## src/rtl/des_pkg.sv

```systemverilog
// Shared DES types and standard tables (E, P, S-boxes) used by the round datapath.
// Table entries use DES 1-based, MSB-first bit numbering.
package des_pkg;

    typedef logic [31:0] half_t;
    typedef logic [47:0] subkey_t;

    localparam int E_TABLE [48] = '{
        32,  1,  2,  3,  4,  5,
         4,  5,  6,  7,  8,  9,
         8,  9, 10, 11, 12, 13,
        12, 13, 14, 15, 16, 17,
        16, 17, 18, 19, 20, 21,
        20, 21, 22, 23, 24, 25,
        24, 25, 26, 27, 28, 29,
        28, 29, 30, 31, 32,  1
    };

    localparam int P_TABLE [32] = '{
        16,  7, 20, 21, 29, 12, 28, 17,
         1, 15, 23, 26,  5, 18, 31, 10,
         2,  8, 24, 14, 32, 27,  3,  9,
        19, 13, 30,  6, 22, 11,  4, 25
    };

    // Each box is indexed by row*16 + col.
    localparam logic [3:0] SBOX [8][64] = '{
        '{14,  4, 13,  1,  2, 15, 11,  8,  3, 10,  6, 12,  5,  9,  0,  7,
           0, 15,  7,  4, 14,  2, 13,  1, 10,  6, 12, 11,  9,  5,  3,  8,
           4,  1, 14,  8, 13,  6,  2, 11, 15, 12,  9,  7,  3, 10,  5,  0,
          15, 12,  8,  2,  4,  9,  1,  7,  5, 11,  3, 14, 10,  0,  6, 13},
        '{15,  1,  8, 14,  6, 11,  3,  4,  9,  7,  2, 13, 12,  0,  5, 10,
           3, 13,  4,  7, 15,  2,  8, 14, 12,  0,  1, 10,  6,  9, 11,  5,
           0, 14,  7, 11, 10,  4, 13,  1,  5,  8, 12,  6,  9,  3,  2, 15,
          13,  8, 10,  1,  3, 15,  4,  2, 11,  6,  7, 12,  0,  5, 14,  9},
        '{10,  0,  9, 14,  6,  3, 15,  5,  1, 13, 12,  7, 11,  4,  2,  8,
          13,  7,  0,  9,  3,  4,  6, 10,  2,  8,  5, 14, 12, 11, 15,  1,
          13,  6,  4,  9,  8, 15,  3,  0, 11,  1,  2, 12,  5, 10, 14,  7,
           1, 10, 13,  0,  6,  9,  8,  7,  4, 15, 14,  3, 11,  5,  2, 12},
        '{ 7, 13, 14,  3,  0,  6,  9, 10,  1,  2,  8,  5, 11, 12,  4, 15,
          13,  8, 11,  5,  6, 15,  0,  3,  4,  7,  2, 12,  1, 10, 14,  9,
          10,  6,  9,  0, 12, 11,  7, 13, 15,  1,  3, 14,  5,  2,  8,  4,
           3, 15,  0,  6, 10,  1, 13,  8,  9,  4,  5, 11, 12,  7,  2, 14},
        '{ 2, 12,  4,  1,  7, 10, 11,  6,  8,  5,  3, 15, 13,  0, 14,  9,
          14, 11,  2, 12,  4,  7, 13,  1,  5,  0, 15, 10,  3,  9,  8,  6,
           4,  2,  1, 11, 10, 13,  7,  8, 15,  9, 12,  5,  6,  3,  0, 14,
          11,  8, 12,  7,  1, 14,  2, 13,  6, 15,  0,  9, 10,  4,  5,  3},
        '{12,  1, 10, 15,  9,  2,  6,  8,  0, 13,  3,  4, 14,  7,  5, 11,
          10, 15,  4,  2,  7, 12,  9,  5,  6,  1, 13, 14,  0, 11,  3,  8,
           9, 14, 15,  5,  2,  8, 12,  3,  7,  0,  4, 10,  1, 13, 11,  6,
           4,  3,  2, 12,  9,  5, 15, 10, 11, 14,  1,  7,  6,  0,  8, 13},
        '{ 4, 11,  2, 14, 15,  0,  8, 13,  3, 12,  9,  7,  5, 10,  6,  1,
          13,  0, 11,  7,  4,  9,  1, 10, 14,  3,  5, 12,  2, 15,  8,  6,
           1,  4, 11, 13, 12,  3,  7, 14, 10, 15,  6,  8,  0,  5,  9,  2,
           6, 11, 13,  8,  1,  4, 10,  7,  9,  5,  0, 15, 14,  2,  3, 12},
        '{13,  2,  8,  4,  6, 15, 11,  1, 10,  9,  3, 14,  5,  0, 12,  7,
           1, 15, 13,  8, 10,  3,  7,  4, 12,  5,  6, 11,  0, 14,  9,  2,
           7, 11,  4,  1,  9, 12, 14,  2,  0,  6, 10, 13, 15,  3,  5,  8,
           2,  1, 14,  7,  4, 10,  8, 13, 15, 12,  9,  0,  3,  5,  6, 11}
    };

endpackage

```

## src/rtl/des_f_function.sv

```systemverilog
// Combinational DES round function f(R, K): expansion, key mix, S-boxes, permutation P.
module des_f_function
    import des_pkg::*;
(
    input  half_t   in_right,
    input  subkey_t round_key,
    output half_t   f
);

    subkey_t     expanded;
    subkey_t     mixed;
    half_t       sbox_out;
    logic [5:0]  grp;

    always_comb begin
        expanded = '0;
        mixed    = '0;
        sbox_out = '0;
        grp      = '0;
        f        = '0;

        // Table position n (1-based, MSB first) maps to vector bit width-n.
        for (int i = 0; i < 48; i++)
            expanded[47-i] = in_right[32-E_TABLE[i]];

        mixed = expanded ^ round_key;

        for (int s = 0; s < 8; s++) begin
            grp = mixed[47-6*s -: 6];
            sbox_out[31-4*s -: 4] = SBOX[s][{grp[5], grp[0], grp[4:1]}];
        end

        for (int i = 0; i < 32; i++)
            f[31-i] = sbox_out[32-P_TABLE[i]];
    end

endmodule

```

## src/rtl/des_round_wrapper.sv

```systemverilog
// Registered single DES Feistel round, one-cycle latency.
// Define DES_ROUND_VALID_EN to add in_valid/out_valid and gate register loads.
module des_round_wrapper
    import des_pkg::*;
(
    input  logic        clk,
    input  logic        n_rst,
`ifdef DES_ROUND_VALID_EN
    input  logic        in_valid,
`endif
    input  logic [31:0] in_left,
    input  logic [31:0] in_right,
    input  logic [47:0] round_key,
    output logic [31:0] out_left,
`ifdef DES_ROUND_VALID_EN
    output logic [31:0] out_right,
    output logic        out_valid
`else
    output logic [31:0] out_right
`endif
);

    half_t f;
    logic  load;

    des_f_function u_f (
        .in_right  (in_right),
        .round_key (round_key),
        .f         (f)
    );

`ifdef DES_ROUND_VALID_EN
    assign load = in_valid;

    always_ff @(posedge clk) begin
        if (!n_rst) out_valid <= 1'b0;
        else        out_valid <= in_valid;
    end
`else
    assign load = 1'b1;
`endif

    // NOTE: registers use non-blocking assignments so every flop samples pre-edge values.
    always_ff @(posedge clk) begin
        if (!n_rst) begin
            out_left  <= '0;
            out_right <= '0;
        end else if (load) begin
            out_left  <= in_right;
            out_right <= in_left ^ f;
        end
    end

endmodule

```

## config.mk

```make
export PLATFORM = sky130hd
export DESIGN_NAME = des_round_wrapper
export DESIGN_NICKNAME = d
export VERILOG_FILES = /design/src/rtl/des_pkg.sv /design/src/rtl/des_f_function.sv /design/src/rtl/des_round_wrapper.sv
export SDC_FILE = /design/constraint.sdc
export NUM_CORES = 1
export LEC_CHECK = 0
export BUFFER_PORTS_ARGS = -buffer_cell sky130_fd_sc_hd__buf_4
export CAP_MARGIN = 20
export CORE_ASPECT_RATIO = 1.25
export CORE_MARGIN = 2
export CORE_UTILIZATION = 50
export CTS_CLUSTER_DIAMETER = 30
export DETAILED_ROUTE_END_ITERATION = 7
export HOLD_SLACK_MARGIN = 0.03
export PLACE_DENSITY = 0.78
export SLEW_MARGIN = 20
export SYNTH_ARGS = -nofsm -noshare
export SYNTH_HDL_FRONTEND = slang
export SYNTH_SLANG_ARGS = --single-unit
```

## constraint.sdc

```tcl
create_clock -name clk -period 2.6 [get_ports clk]
set_clock_uncertainty 0.05 [all_clocks]
set_input_delay 0.26 -clock clk [delete_from_list [all_inputs] [get_ports clk]]
set_output_delay 0.26 -clock clk [all_outputs]
set_load 0.02 [all_outputs]
```

## Word level (Yosys, flattened, before mapping)

Memories as Yosys holds them, arrays and structs flattened.
Cells that the tools add are included.

- Bits in registers: 64
- Latch bits: 0
- Memory bits (writable): 0
- Bits in read-only memories: 2048
- Input bits: 114
- Memories: 8

Memories:

| memory | depth | width | read ports | clocked after memory_dff | wr ports | line | RTL |
|---|---|---|---|---|---|---|---|
| (name not given) | 64 | 4 | 1 | 0 | 0 | des_f_function.sv:30 | `sbox_out[31-4*s -: 4] = SBOX[s][{grp[5], grp[0], grp[4:1]}];` |
| (name not given) | 64 | 4 | 1 | 0 | 0 | des_f_function.sv:30 |  |
| (name not given) | 64 | 4 | 1 | 0 | 0 | des_f_function.sv:30 |  |
| (name not given) | 64 | 4 | 1 | 0 | 0 | des_f_function.sv:30 |  |
| (name not given) | 64 | 4 | 1 | 0 | 0 | des_f_function.sv:30 |  |
| (name not given) | 64 | 4 | 1 | 0 | 0 | des_f_function.sv:30 |  |
| 2 more memories | - | - | - | - | - | - |  |

- Add/subtract/negate cells: 0
- Multiply operators: 0
- Div/mod/pow operators: 0
- Magnitude comparators: 8
- Equality and inequality tests: 0
- Shift-type cells: 0
- Multiplexer cells: 16
- Bitwise logic cells: 10
- Reductions and logical operators: 0

Operators by type and width:

| cell | number |
|---|---|
| 4-bit 2-to-1 mux | 16 |
| 7-bit greater-or-equal comparator, second input constant | 8 |
| 6-bit inverter with 7-bit output | 8 |
| 48-bit XOR | 1 |
| 32-bit XOR | 1 |

## Logic depth before layout (Yosys ltp)

Gate-level depths: netlist of the first run.

- Depth in word-level cells: 6
- Depth in mapped cells: 9
- Mapped depth without buffers: 9

## Modules after synthesis

From an unflattened synthesis of the first run, not the netlist that was laid out.

- Cell total of the unflattened synthesis: 911
- Area, all modules: 7036.7 um2

By module, submodules not included:

| module | instances | cells an instance | area each (um2) | sequential area each (um2) |
|---|---|---|---|---|
| des_f_function | 1 | 745 | 4964.8 | 0.0 |
| des_round_wrapper | 1 | 166 | 2072.0 | 1281.2 |

## Least setup slack after synthesis of the first run

OpenSTA, ideal clock, no wires.

- Path type: input -> register
- Start: input round_key[2]
- End: register out_right[27]
- Arrival time: 2.538 ns
- Required time: 2.477 ns
- Slack: -0.061 ns
- Stages: 7
- Path buffers: 0
- Path through: xor2_1 inv_2 ha_1 mux4_2 a22o_1 or4_1 a21oi_1

- Cells in the longest elaborated chain, start to end: 6

RTL lines:

| item | line | RTL |
|---|---|---|
| from (decl) | des_round_wrapper.sv:13 | `input logic [47:0] round_key,` |
| 48-bit XOR | des_f_function.sv:26 | `mixed = expanded ^ round_key;` |
| 6-bit inverter with 7-bit output (not written as such) | des_f_function.sv:30 |  |
| memory read 64 x 4 bit | - |  |
| 4-bit 2-to-1 mux (not written as such) (2 in a row) | des_f_function.sv:30 |  |
| 32-bit XOR | des_round_wrapper.sv:50 | `out_right <= in_left ^ f;` |
| to (signal assigned) | des_round_wrapper.sv:50 |  |
| to (decl) | des_round_wrapper.sv:19 | `output logic [31:0] out_right` |

No other way between the ends. The select of a mux whose other input is x is not followed.
A chain may end at the register's enable or synchronous reset.

## Worst setup path in the final report of the first run

- Start: input in_right[4]
- End: register out_right[0]

- Cells in the longest elaborated chain, start to end: 6

RTL lines:

| item | line | RTL |
|---|---|---|
| from (decl) | des_round_wrapper.sv:12 | `input logic [31:0] in_right,` |
| 48-bit XOR | des_f_function.sv:26 |  |
| 6-bit inverter with 7-bit output (not written as such) | des_f_function.sv:30 |  |
| memory read 64 x 4 bit | - |  |
| 4-bit 2-to-1 mux (not written as such) (2 in a row) | des_f_function.sv:30 |  |
| 32-bit XOR | des_round_wrapper.sv:50 |  |

No other way between the ends. The select of a mux whose other input is x is not followed.

==> impl_metrics.py, run 1 <==
metrics = {
    "yosys": {
        "synth_edf_count": 0,
        "synth_area_leaders": "dfxtp_1 (18%), ha_1 (11%), mux4_2 (7.4%), mux2i_1 (6.9%), xnor2_1 (6.9%)",
        "synthArstFlopShare_pct": 0,
        "synthCells": 884,
        "synth_nets": 1060,
        "ys_ff_latch": 64,
        "synth.yosys.seq_area_share_pct": 17.6,
        "ys_types": 62,
        "ys_warn_count": 0,
        "yosys.area.top_type": "dfxtp_1",
        "netlist_area_um2": 7260,
        "synth_ff_type": "dfxtp_1",
        "synth.top_cell.area_share_pct": 17.6,
        "synth_area_per_cell_um2": 8.21,
    },
    "drt": {
        "dr_total_vias": 7503,
        "vias_per_cell": 5.83,
        "first_iter_violations": 482,
        "drt_pass1_iterations": 5,
        "drc": 0,
        "wl_mm": 20.1,
        "ant_nets": 0,
        "post_drt_wl_per_cell_um": 15.6,
    },
    "critical_path": {
        "crit_type": "in2reg",
        "critPathRequiredTime_ns": 2.79,
        "crit_path_max_incr_delay_ns": 0.48,
        "path_buf_inv": 3,
        "critical_path.top_delay_family": "buffers and inverters",
        "cp-end-kind": "register",
        "arrival_ns": 2.42,
        "crit_chain": "buf_4, xor2_1, buf_4, inv_1, ha_1, mux4_2, and2_1, o21ai_0, a21oi_1, nor3b_1",
        "cpMaxStageDelayCell": "mux4_2",
        "path_max_fanout": 10,
        "start_kind": "input pin",
        "cpMostUsedCell": "buf_4",
    },
    "grt": {
        "track_usage_pct": 25.6,
        "overflow": 0,
        "grt_max_degree": 32,
        "grt_pass1_vias": 7087,
        "antenna_found_initial": 0,
        "grt_pass1_wl_mm": 33.3,
    },
    "cts": {
        "hold_buffers": 0,
        "cts_resized": 0,
        "clock_sinks": 64,
        "cts_max_level": 3,
        "postCtsSetupRepairBufs": 0,
        "cts-root-buf": "clkbuf_16",
        "cts_tree": "done",
        "cts_buffer_depth": 2,
        "numCtsBuffers": 9,
        "clkTransAtPathRegs_ns": 0.06,
    },
    "timing": {
        "tns_ns": 0,
        "min_period_ns": 2.23,
        "rsz0062_at_grt": "no",
        "hold_viol_final": 0,
        "final-max-slew-violation-count": 0,
        "fmax_ghz": 0.449,
        "period_share_pct": 85.7,
        "slew-limit-headroom_pct": 55.8,
        "finalSetupViolations": 0,
        "tightest_slew_ns": 0.660,
    },
    "cells_and_area": {
        "layout.nets": 1280,
        "drive_gt1_share_pct": 27.9,
        "mostFrequentLayoutCell": "buf_4",
        "seq_area_um2": 1280,
        "antenna_cells": 0,
        "synthToLayoutAreaGrowth_pct": 31.2,
        "fin_area_um2": 9520,
        "n_fill_cell": 1198,
        "multi_input_area_um2": 5640,
        "final_cell_mix": "buf_4 (256), nand2_1 (81), dfxtp_1 (64)",
    },
    "floorplan": {
        "die-height_um": 139,
        "die_w_um": 112,
        "design.core.area_um2": 14300,
        "initial_utilization_pct": 50.8,
        "pin_count": 178,
        "dieArea_um2": 15500,
        "rows": 49,
    },
    "placed_design": {
        "port_buffers": 177,
        "hpwlAfterDp_mm": 15.4,
        "post_dp_cell_area_um2": 9220,
        "gp_congestion": 0.968,
    },
    "pwr": {
        "ir_worst_vdd_mv": 0.440,
        "leakage_nw": 4.26,
        "p_per_area_nw_per_um2": 524,
    },
    "worst_hold_path": {
        "holdCritPathClass": "in2reg",
    },
    "outcome": {
        "outcome": "finished clean",
    },
    "job": {
        "maxCapViolCount": 0,
    },
}
-- per-layer routing --
| layer | GRT usage (%) | vias up | wire (um) |
|---|---|---|---|
| li1 | - | 3657 | - |
| met5 | 0 | - | 0 |
| met1 | 30.4 | 3471 | 7900 |
| met3 | 4.81 | 56 | 1360 |
| met4 | 10.7 | 0 | 636 |
| met2 | 45.1 | 319 | 10200 |
-- power breakdown --
group          internal [W]  switching (W)  leakage [nW]
Clock              0.000772       0.000505         0.145
Combinational       0.00121        0.00138          3.58
Sequential          0.00109      0.0000340         0.533
-- final cells by class --
type / count / area share [%]
multi-input combinational: 732 / 59.2
clock buffer: 10 / 2.51
clock inverter: 6 / 0.709
timing repair buffer: 256 / 20.2
tap: 178 / 2.34
sequential: 64 / 13.5
inverter: 41 / 1.64
-- metrics by stage --
stage	hold slack (ns)	total power [W]	setup slack [ns]	utilization, %	std cells
finish	0.0812	0.00499	0.373	66.7	1287
global route	0.0818	0.00530	0.233	66.7	1287
CTS	0.0732	0.00500	0.418	66.7	1287
detailed placement	0.436	0.00370	0.0630	64.5	1271
global placement	0.428	0.00366	0.104	64.5	1271
floorplan	0.332	0.00285	0.105	-	884
-- sequential cells by signal, summed over array words and instances, names as in the netlist --
signal	cells
out_right	32
out_left	32
-- Yosys cell counts, drive strengths merged, types with 30 or more instances --
| library cell | count |
|---|---|
| nand3 | 31 |
| and2 | 34 |
| nand2 | 81 |
| a21oi | 36 |
| dfxtp | 64 |
| xnor2 | 60 |
| o21ai | 33 |
| inv | 40 |
| ha | 62 |
| xor2 | 45 |
| a211oi | 30 |
| mux2i | 50 |
| nor2 | 58 |
| clkbuf | 36 |
-- path summary, 6_finish.rpt --
check	start	endpoint	cells after the start
worst max-delay path	in_right[4]	out_right[0]$_SDFF_PN0_	10
worst min-delay path	in_right[21]	out_left[21]$_SDFF_PN0_	2
-- cell families after synthesis --
logic type | after synthesis | synth area share (%)
and+or+nand+nor | 277 | 18.2
muxes | 77 | 15.2
adders and majority gates | 62 | 10.7
buffers and inverters | 88 | 4.86
DFF | 64 | 17.6
xor gates and xnor gates | 105 | 13.2
AOI/OAI and AO/OA | 211 | 20.2
Note: power is estimated with default switching activity, not from simulation.
==> inputs of run 2 (changes only) <==
--- a/config.mk
+++ b/config.mk
@@ -9,12 +9,11 @@
 export CAP_MARGIN = 20
 export CORE_ASPECT_RATIO = 1.25
 export CORE_MARGIN = 2
-export CORE_UTILIZATION = 50
+export CORE_UTILIZATION = 56
 export CTS_CLUSTER_DIAMETER = 30
 export DETAILED_ROUTE_END_ITERATION = 7
 export HOLD_SLACK_MARGIN = 0.03
-export PLACE_DENSITY = 0.78
-export SLEW_MARGIN = 20
+export PLACE_DENSITY = 0.83
 export SYNTH_ARGS = -nofsm -noshare
 export SYNTH_HDL_FRONTEND = slang
 export SYNTH_SLANG_ARGS = --single-unit
==> constraint.sdc (replaced) <==
create_clock -name clk -period 2.14 [get_ports clk]
set_clock_uncertainty 0.05 [all_clocks]
set_input_delay 0.214 -clock clk [delete_from_list [all_inputs] [get_ports clk]]
set_output_delay 0.214 -clock clk [all_outputs]
set_load 0.02 [all_outputs]
==> impl_metrics.py, run 2 (synthesis results as in run 1) <==
metrics = {
    "critical_path": {
        "critPathRequiredTime_ns": 2.35,
        "cp-end-kind": "register",
        "startpoint": "round_key[2]",
        "start_kind": "input pin",
        "crit_type": "in2reg",
        "path_max_fanout": 5,
        "arrival_ns": 2.27,
    },
    "drt": {
        "wl_mm": 21.6,
        "vias_per_cell": 5.88,
        "ant_nets": 0,
        "first_iter_violations": 650,
        "post_drt_wl_per_cell_um": 16.0,
        "dr_total_vias": 7932,
        "drt_pass1_iterations": 7,
        "drc": 1,
    },
    "placed_design": {
        "dp_worst_setup_slack_ns": -0.319,
        "hpwlAfterDp_mm": 16.9,
        "post_dp_cell_area_um2": 9960,
        "port_buffers": 177,
        "gp_congestion": 0.955,
    },
    "grt": {
        "track_usage_pct": 31.1,
        "grt_pass1_vias": 7756,
        "overflow": 0,
        "grt_pass1_wl_mm": 36.0,
        "grt_max_degree": 35,
        "antenna_found_initial": 0,
    },
    "timing": {
        "slew-limit-headroom_pct": 58.0,
        "hold_viol_final": 0,
        "setup_ws_ns": 0.0766,
        "period_share_pct": 96.4,
        "tightest_slew_ns": 0.628,
        "rsz0062_at_grt": "no",
        "fmax_ghz": 0.485,
        "min_period_ns": 2.06,
        "final-max-slew-violation-count": 0,
        "finalSetupViolations": 0,
    },
    "worst_hold_path": {
        "whs_path_depth": 2,
        "min-delay-start": "in_right[17]",
        "holdCritPathClass": "in2reg",
        "hold_path_end": "out_left[17]$_SDFF_PN0_",
    },
    "pwr": {
        "p_seq_share_pct": 22.1,
        "pwr-share-clk_pct": 22.0,
        "internal_power_w": 0.00381,
        "p_per_area_nw_per_um2": 603,
        "switching_share_pct": 38.4,
        "power_frac_comb_pct": 55.9,
        "ir_worst_vdd_mv": 0.394,
        "leakage_nw": 4.64,
        "p_sw_w": 0.00238,
    },
    "cells_and_area": {
        "synthToLayoutAreaGrowth_pct": 41.2,
        "mostFrequentLayoutCell": "buf_4",
        "antenna_cells": 0,
        "n_fill_cell": 837,
        "reg_top3": "out_left x32, out_right x32",
        "final_cell_mix": "buf_4 (327), nand2_1 (81), dfxtp_1 (64)",
        "multi_input_area_um2": 5870,
        "drive_gt1_share_pct": 33.6,
        "layout.nets": 1352,
        "seq_area_um2": 1280,
        "fin_area_um2": 10300,
    },
    "floorplan": {
        "die_w_um": 106,
        "pin_count": 178,
        "initial_utilization_pct": 57.4,
        "design.core.area_um2": 12700,
        "rows": 46,
        "dieArea_um2": 13900,
        "die-height_um": 131,
    },
    "cts": {
        "cts_max_level": 3,
        "cts_buffer_depth": 2,
        "clkTransAtPathRegs_ns": 0.06,
        "hold_buffers": 0,
        "numCtsBuffers": 9,
        "cts_tree": "done",
        "cts-root-buf": "clkbuf_16",
        "postCtsSetupRepairBufs": 0,
        "clock_sinks": 64,
        "cts_resized": 0,
    },
    "job": {
        "maxCapViolCount": 0,
    },
    "outcome": {
        "violations": "DRC",
        "outcome": "finished, violations left",
    },
}
==> run 2: cell count changes in the layout (fill, tap and decap cells not counted), moves of 3 or more <==
| cell | before | now |
|---|---|---|
| inv_2 | 1 | 4 |
| ha_4 | 0 | 3 |
| xor2_4 | 0 | 8 |
| clkinv_2 | 1 | 4 |
| buf_4 | 256 | 327 |
| xor2_1 | 43 | 33 |
| inv_1 | 38 | 35 |
| ha_1 | 62 | 59 |
==> run 2: cell type report <==
cell class              instances  share of cell area, %
inverters                      41                   1.53
repair buffers                328                   24.1
flip-flops and latches         64                   12.5
clock buffers                  12                   2.40
well taps                     168                   2.05
clock inverters                 4                  0.195
multi-input cells             732                   57.2
==> run 2: metrics by stage <==
step / setup TNS [ns] / util, % / cells / hold WS, ns / power [W]
after floorplan: -0.194 / - / 884 / 0.286 / 0.00352
after global placement: -1.08 / 78.7 / 1333 / 0.382 / 0.00469
after detailed placement: -1.98 / 78.7 / 1333 / 0.388 / 0.00479
after CTS: 0 / 80.8 / 1349 / 0.0337 / 0.00617
after global routing: 0 / 81.0 / 1349 / 0.0442 / 0.00656
final: 0 / 81.0 / 1349 / 0.0343 / 0.00619
==> run 2: worst max-delay path: stages <==
cell	delay, ns
buf_4	0.13
xor2_4	0.25
ha_1	0.32
mux4_2	0.48
a22o_1	0.24
or4_1	0.50
a21oi_1	0.14
==> run 2: how the worst max path moves through the flow <==
stage / endpoint / slack (ns) / depth (start not counted)
6_report: out_right[27]$_SDFF_PN0_ / 0.08 / 7
5_1_grt: out_right[1]$_SDFF_PN0_ / 0.008 / 10
4_1_cts: out_right[1]$_SDFF_PN0_ / 0.01 / 8
3_5_place_dp: out_right[1]$_SDFF_PN0_ / -0.32 / 8
3_3_place_gp: out_right[1]$_SDFF_PN0_ / -0.27 / 8
2_1_floorplan: out_right[27]$_SDFF_PN0_ / -0.19 / 8
==> run 2: routing by layer <==
metal,track usage [%],share of wire (%),up-vias
met4,12.4,2.9,0
met2,56.9,52,388
met1,34.8,37,3680
li1,-,-,3802
met5,0,0,-
met3,6.20,7.5,62
==> run 2: power groups by stage <==
stage               logic (W)  registers, W  clock network (W)
detailed placement    0.00340       0.00139                  0
global placement      0.00331       0.00139                  0
CTS                   0.00342       0.00137            0.00138
floorplan             0.00196       0.00156                  0
finish                0.00346       0.00137            0.00136
global route          0.00376       0.00138            0.00143
==> inputs of run 3 (changes only) <==
--- a/config.mk
+++ b/config.mk
@@ -13,7 +13,7 @@
 export CTS_CLUSTER_DIAMETER = 30
 export DETAILED_ROUTE_END_ITERATION = 7
 export HOLD_SLACK_MARGIN = 0.03
-export PLACE_DENSITY = 0.83
+export PLACE_DENSITY = 0.84
 export SYNTH_ARGS = -nofsm -noshare
 export SYNTH_HDL_FRONTEND = slang
 export SYNTH_SLANG_ARGS = --single-unit
==> constraint.sdc (replaced) <==
create_clock -name clk -period 2.14 [get_ports clk]
set_clock_uncertainty 0.05 [all_clocks]
set_input_delay 0.214 -clock clk [delete_from_list [all_inputs] [get_ports clk]]
set_output_delay 0.214 -clock clk [all_outputs]
set_load 0.1 [all_outputs]
==> impl_metrics.py, run 3 (synthesis results as in run 1) <==
metrics = {
    "drt": {
        "drc": 0,
        "vias_per_cell": 5.89,
        "first_iter_violations": 406,
        "post_drt_wl_per_cell_um": 16.5,
        "drt_pass1_iterations": 5,
        "ant_nets": 0,
        "wl_mm": 22.3,
        "dr_total_vias": 7934,
    },
    "timing": {
        "tightest_slew_ns": 0.650,
        "period_share_pct": 97.3,
        "rsz0062_at_grt": "yes",
        "fmax_ghz": 0.480,
        "slew-limit-headroom_pct": 56.5,
        "setup_ws_ns": 0.0568,
        "hold_viol_final": 0,
        "finalSetupViolations": 0,
        "final-max-slew-violation-count": 0,
        "holdWs_ns": 0.0493,
        "min_period_ns": 2.08,
        "tns_ns": 0,
    },
    "cts": {
        "clock_sinks": 64,
        "postCtsSetupRepairBufs": 0,
        "clkTransAtPathRegs_ns": 0.05,
        "numCtsBuffers": 9,
        "hold_buffers": 0,
        "cts_max_level": 3,
        "cts-root-buf": "clkbuf_16",
        "cts_tree": "done",
        "cts_buffer_depth": 2,
        "cts_resized": 0,
    },
    "critical_path": {
        "crit_type": "in2reg",
        "arrival_ns": 2.28,
        "cp-end-kind": "register",
        "critPathRequiredTime_ns": 2.34,
        "start_kind": "input pin",
        "path_max_fanout": 5,
    },
    "cells_and_area": {
        "synthToLayoutAreaGrowth_pct": 41.9,
        "drive_gt1_share_pct": 33.7,
        "mostFrequentLayoutCell": "buf_4",
        "layout.nets": 1351,
        "reg_top3": "out_left x32, out_right x32",
        "antenna_cells": 0,
        "stdcell_count": 1348,
        "final_cell_mix": "buf_4 (325), nand2_1 (81), dfxtp_1 (64)",
    },
    "worst_hold_path": {
        "holdCritPathClass": "in2reg",
    },
    "placed_design": {
        "dp_worst_setup_slack_ns": -0.297,
        "gp_congestion": 0.971,
        "port_buffers": 177,
        "place_inst": 1332,
        "hpwlAfterDp_mm": 17.3,
    },
    "grt": {
        "track_usage_pct": 31.5,
        "grt_pass1_wl_mm": 36.0,
        "grt_max_degree": 42,
        "overflow": 0,
        "antenna_found_initial": 0,
        "grt_pass1_vias": 7649,
    },
    "pwr": {
        "ir_worst_vdd_mv": 0.401,
        "p_per_area_nw_per_um2": 696,
        "leakage_nw": 4.67,
    },
    "floorplan": {
        "die_w_um": 106,
        "dieArea_um2": 13900,
        "rows": 46,
        "die-height_um": 131,
        "design.core.area_um2": 12700,
        "initial_utilization_pct": 57.4,
        "pin_count": 178,
    },
    "outcome": {
        "outcome": "finished clean",
    },
    "job": {
        "maxCapViolCount": 0,
    },
}
-- run 3: cell types whose count changed in the layout (fill, tap and decap cells not counted), sizes merged --
cell    before  now
buf        328  327
bufinv       0    1
clkbuf      12   13
clkinv       5    3
-- run 3: final cells by class --
cell class	count	area [um^2]
multi-input combinational	732	5880
timing repair buffer	327	2480
fill	892	2350
sequential	64	1280
clock buffer	13	260
tap	168	210
inverter	41	156
clock inverter	3	40.0
-- run 3: path summary, 6_finish.rpt --
path / from / end / slack [ns] / cells past startpoint
worst max-delay path: round_key[2] / out_right[27]$_SDFF_PN0_ / 0.06 / 7
worst min-delay path: in_right[29] / out_left[29]$_SDFF_PN0_ / 0.05 / 2
-- run 3: metal layers --
layer  share of wire [%]  track usage, %  up-vias
met2                  53            58.2      393
met1                  37            35.3     3677
li1                    -               -     3794
met3                 6.5            5.31       70
met5                   0               0        -
met4                 3.3            12.5        0
-- run 3: worst max-delay path: stages --
cell and delay (ns):
buf_4 0.13, xor2_4 0.26, ha_1 0.32, mux4_2 0.48, a22o_1 0.23, or4_1 0.50, a21oi_1 0.15
-- run 3: power breakdown --
group / total (W) / internal (W) / switching [W]
registers: 0.00137 / 0.00133 / 0.0000413
logic: 0.00430 / 0.00169 / 0.00261
clock network: 0.00151 / 0.000962 / 0.000548
-- run 3: per-stage QoR --
| step | instance area (um^2) | util (%) | power (W) |
|---|---|---|---|
| CTS | 10300 | 81.1 | 0.00714 |
| global placement | 9970 | 78.7 | 0.00553 |
| finish | 10300 | 81.4 | 0.00718 |
| global route | 10300 | 81.4 | 0.00753 |
| detailed placement | 9970 | 78.7 | 0.00562 |
| floorplan | 7510 | - | 0.00432 |
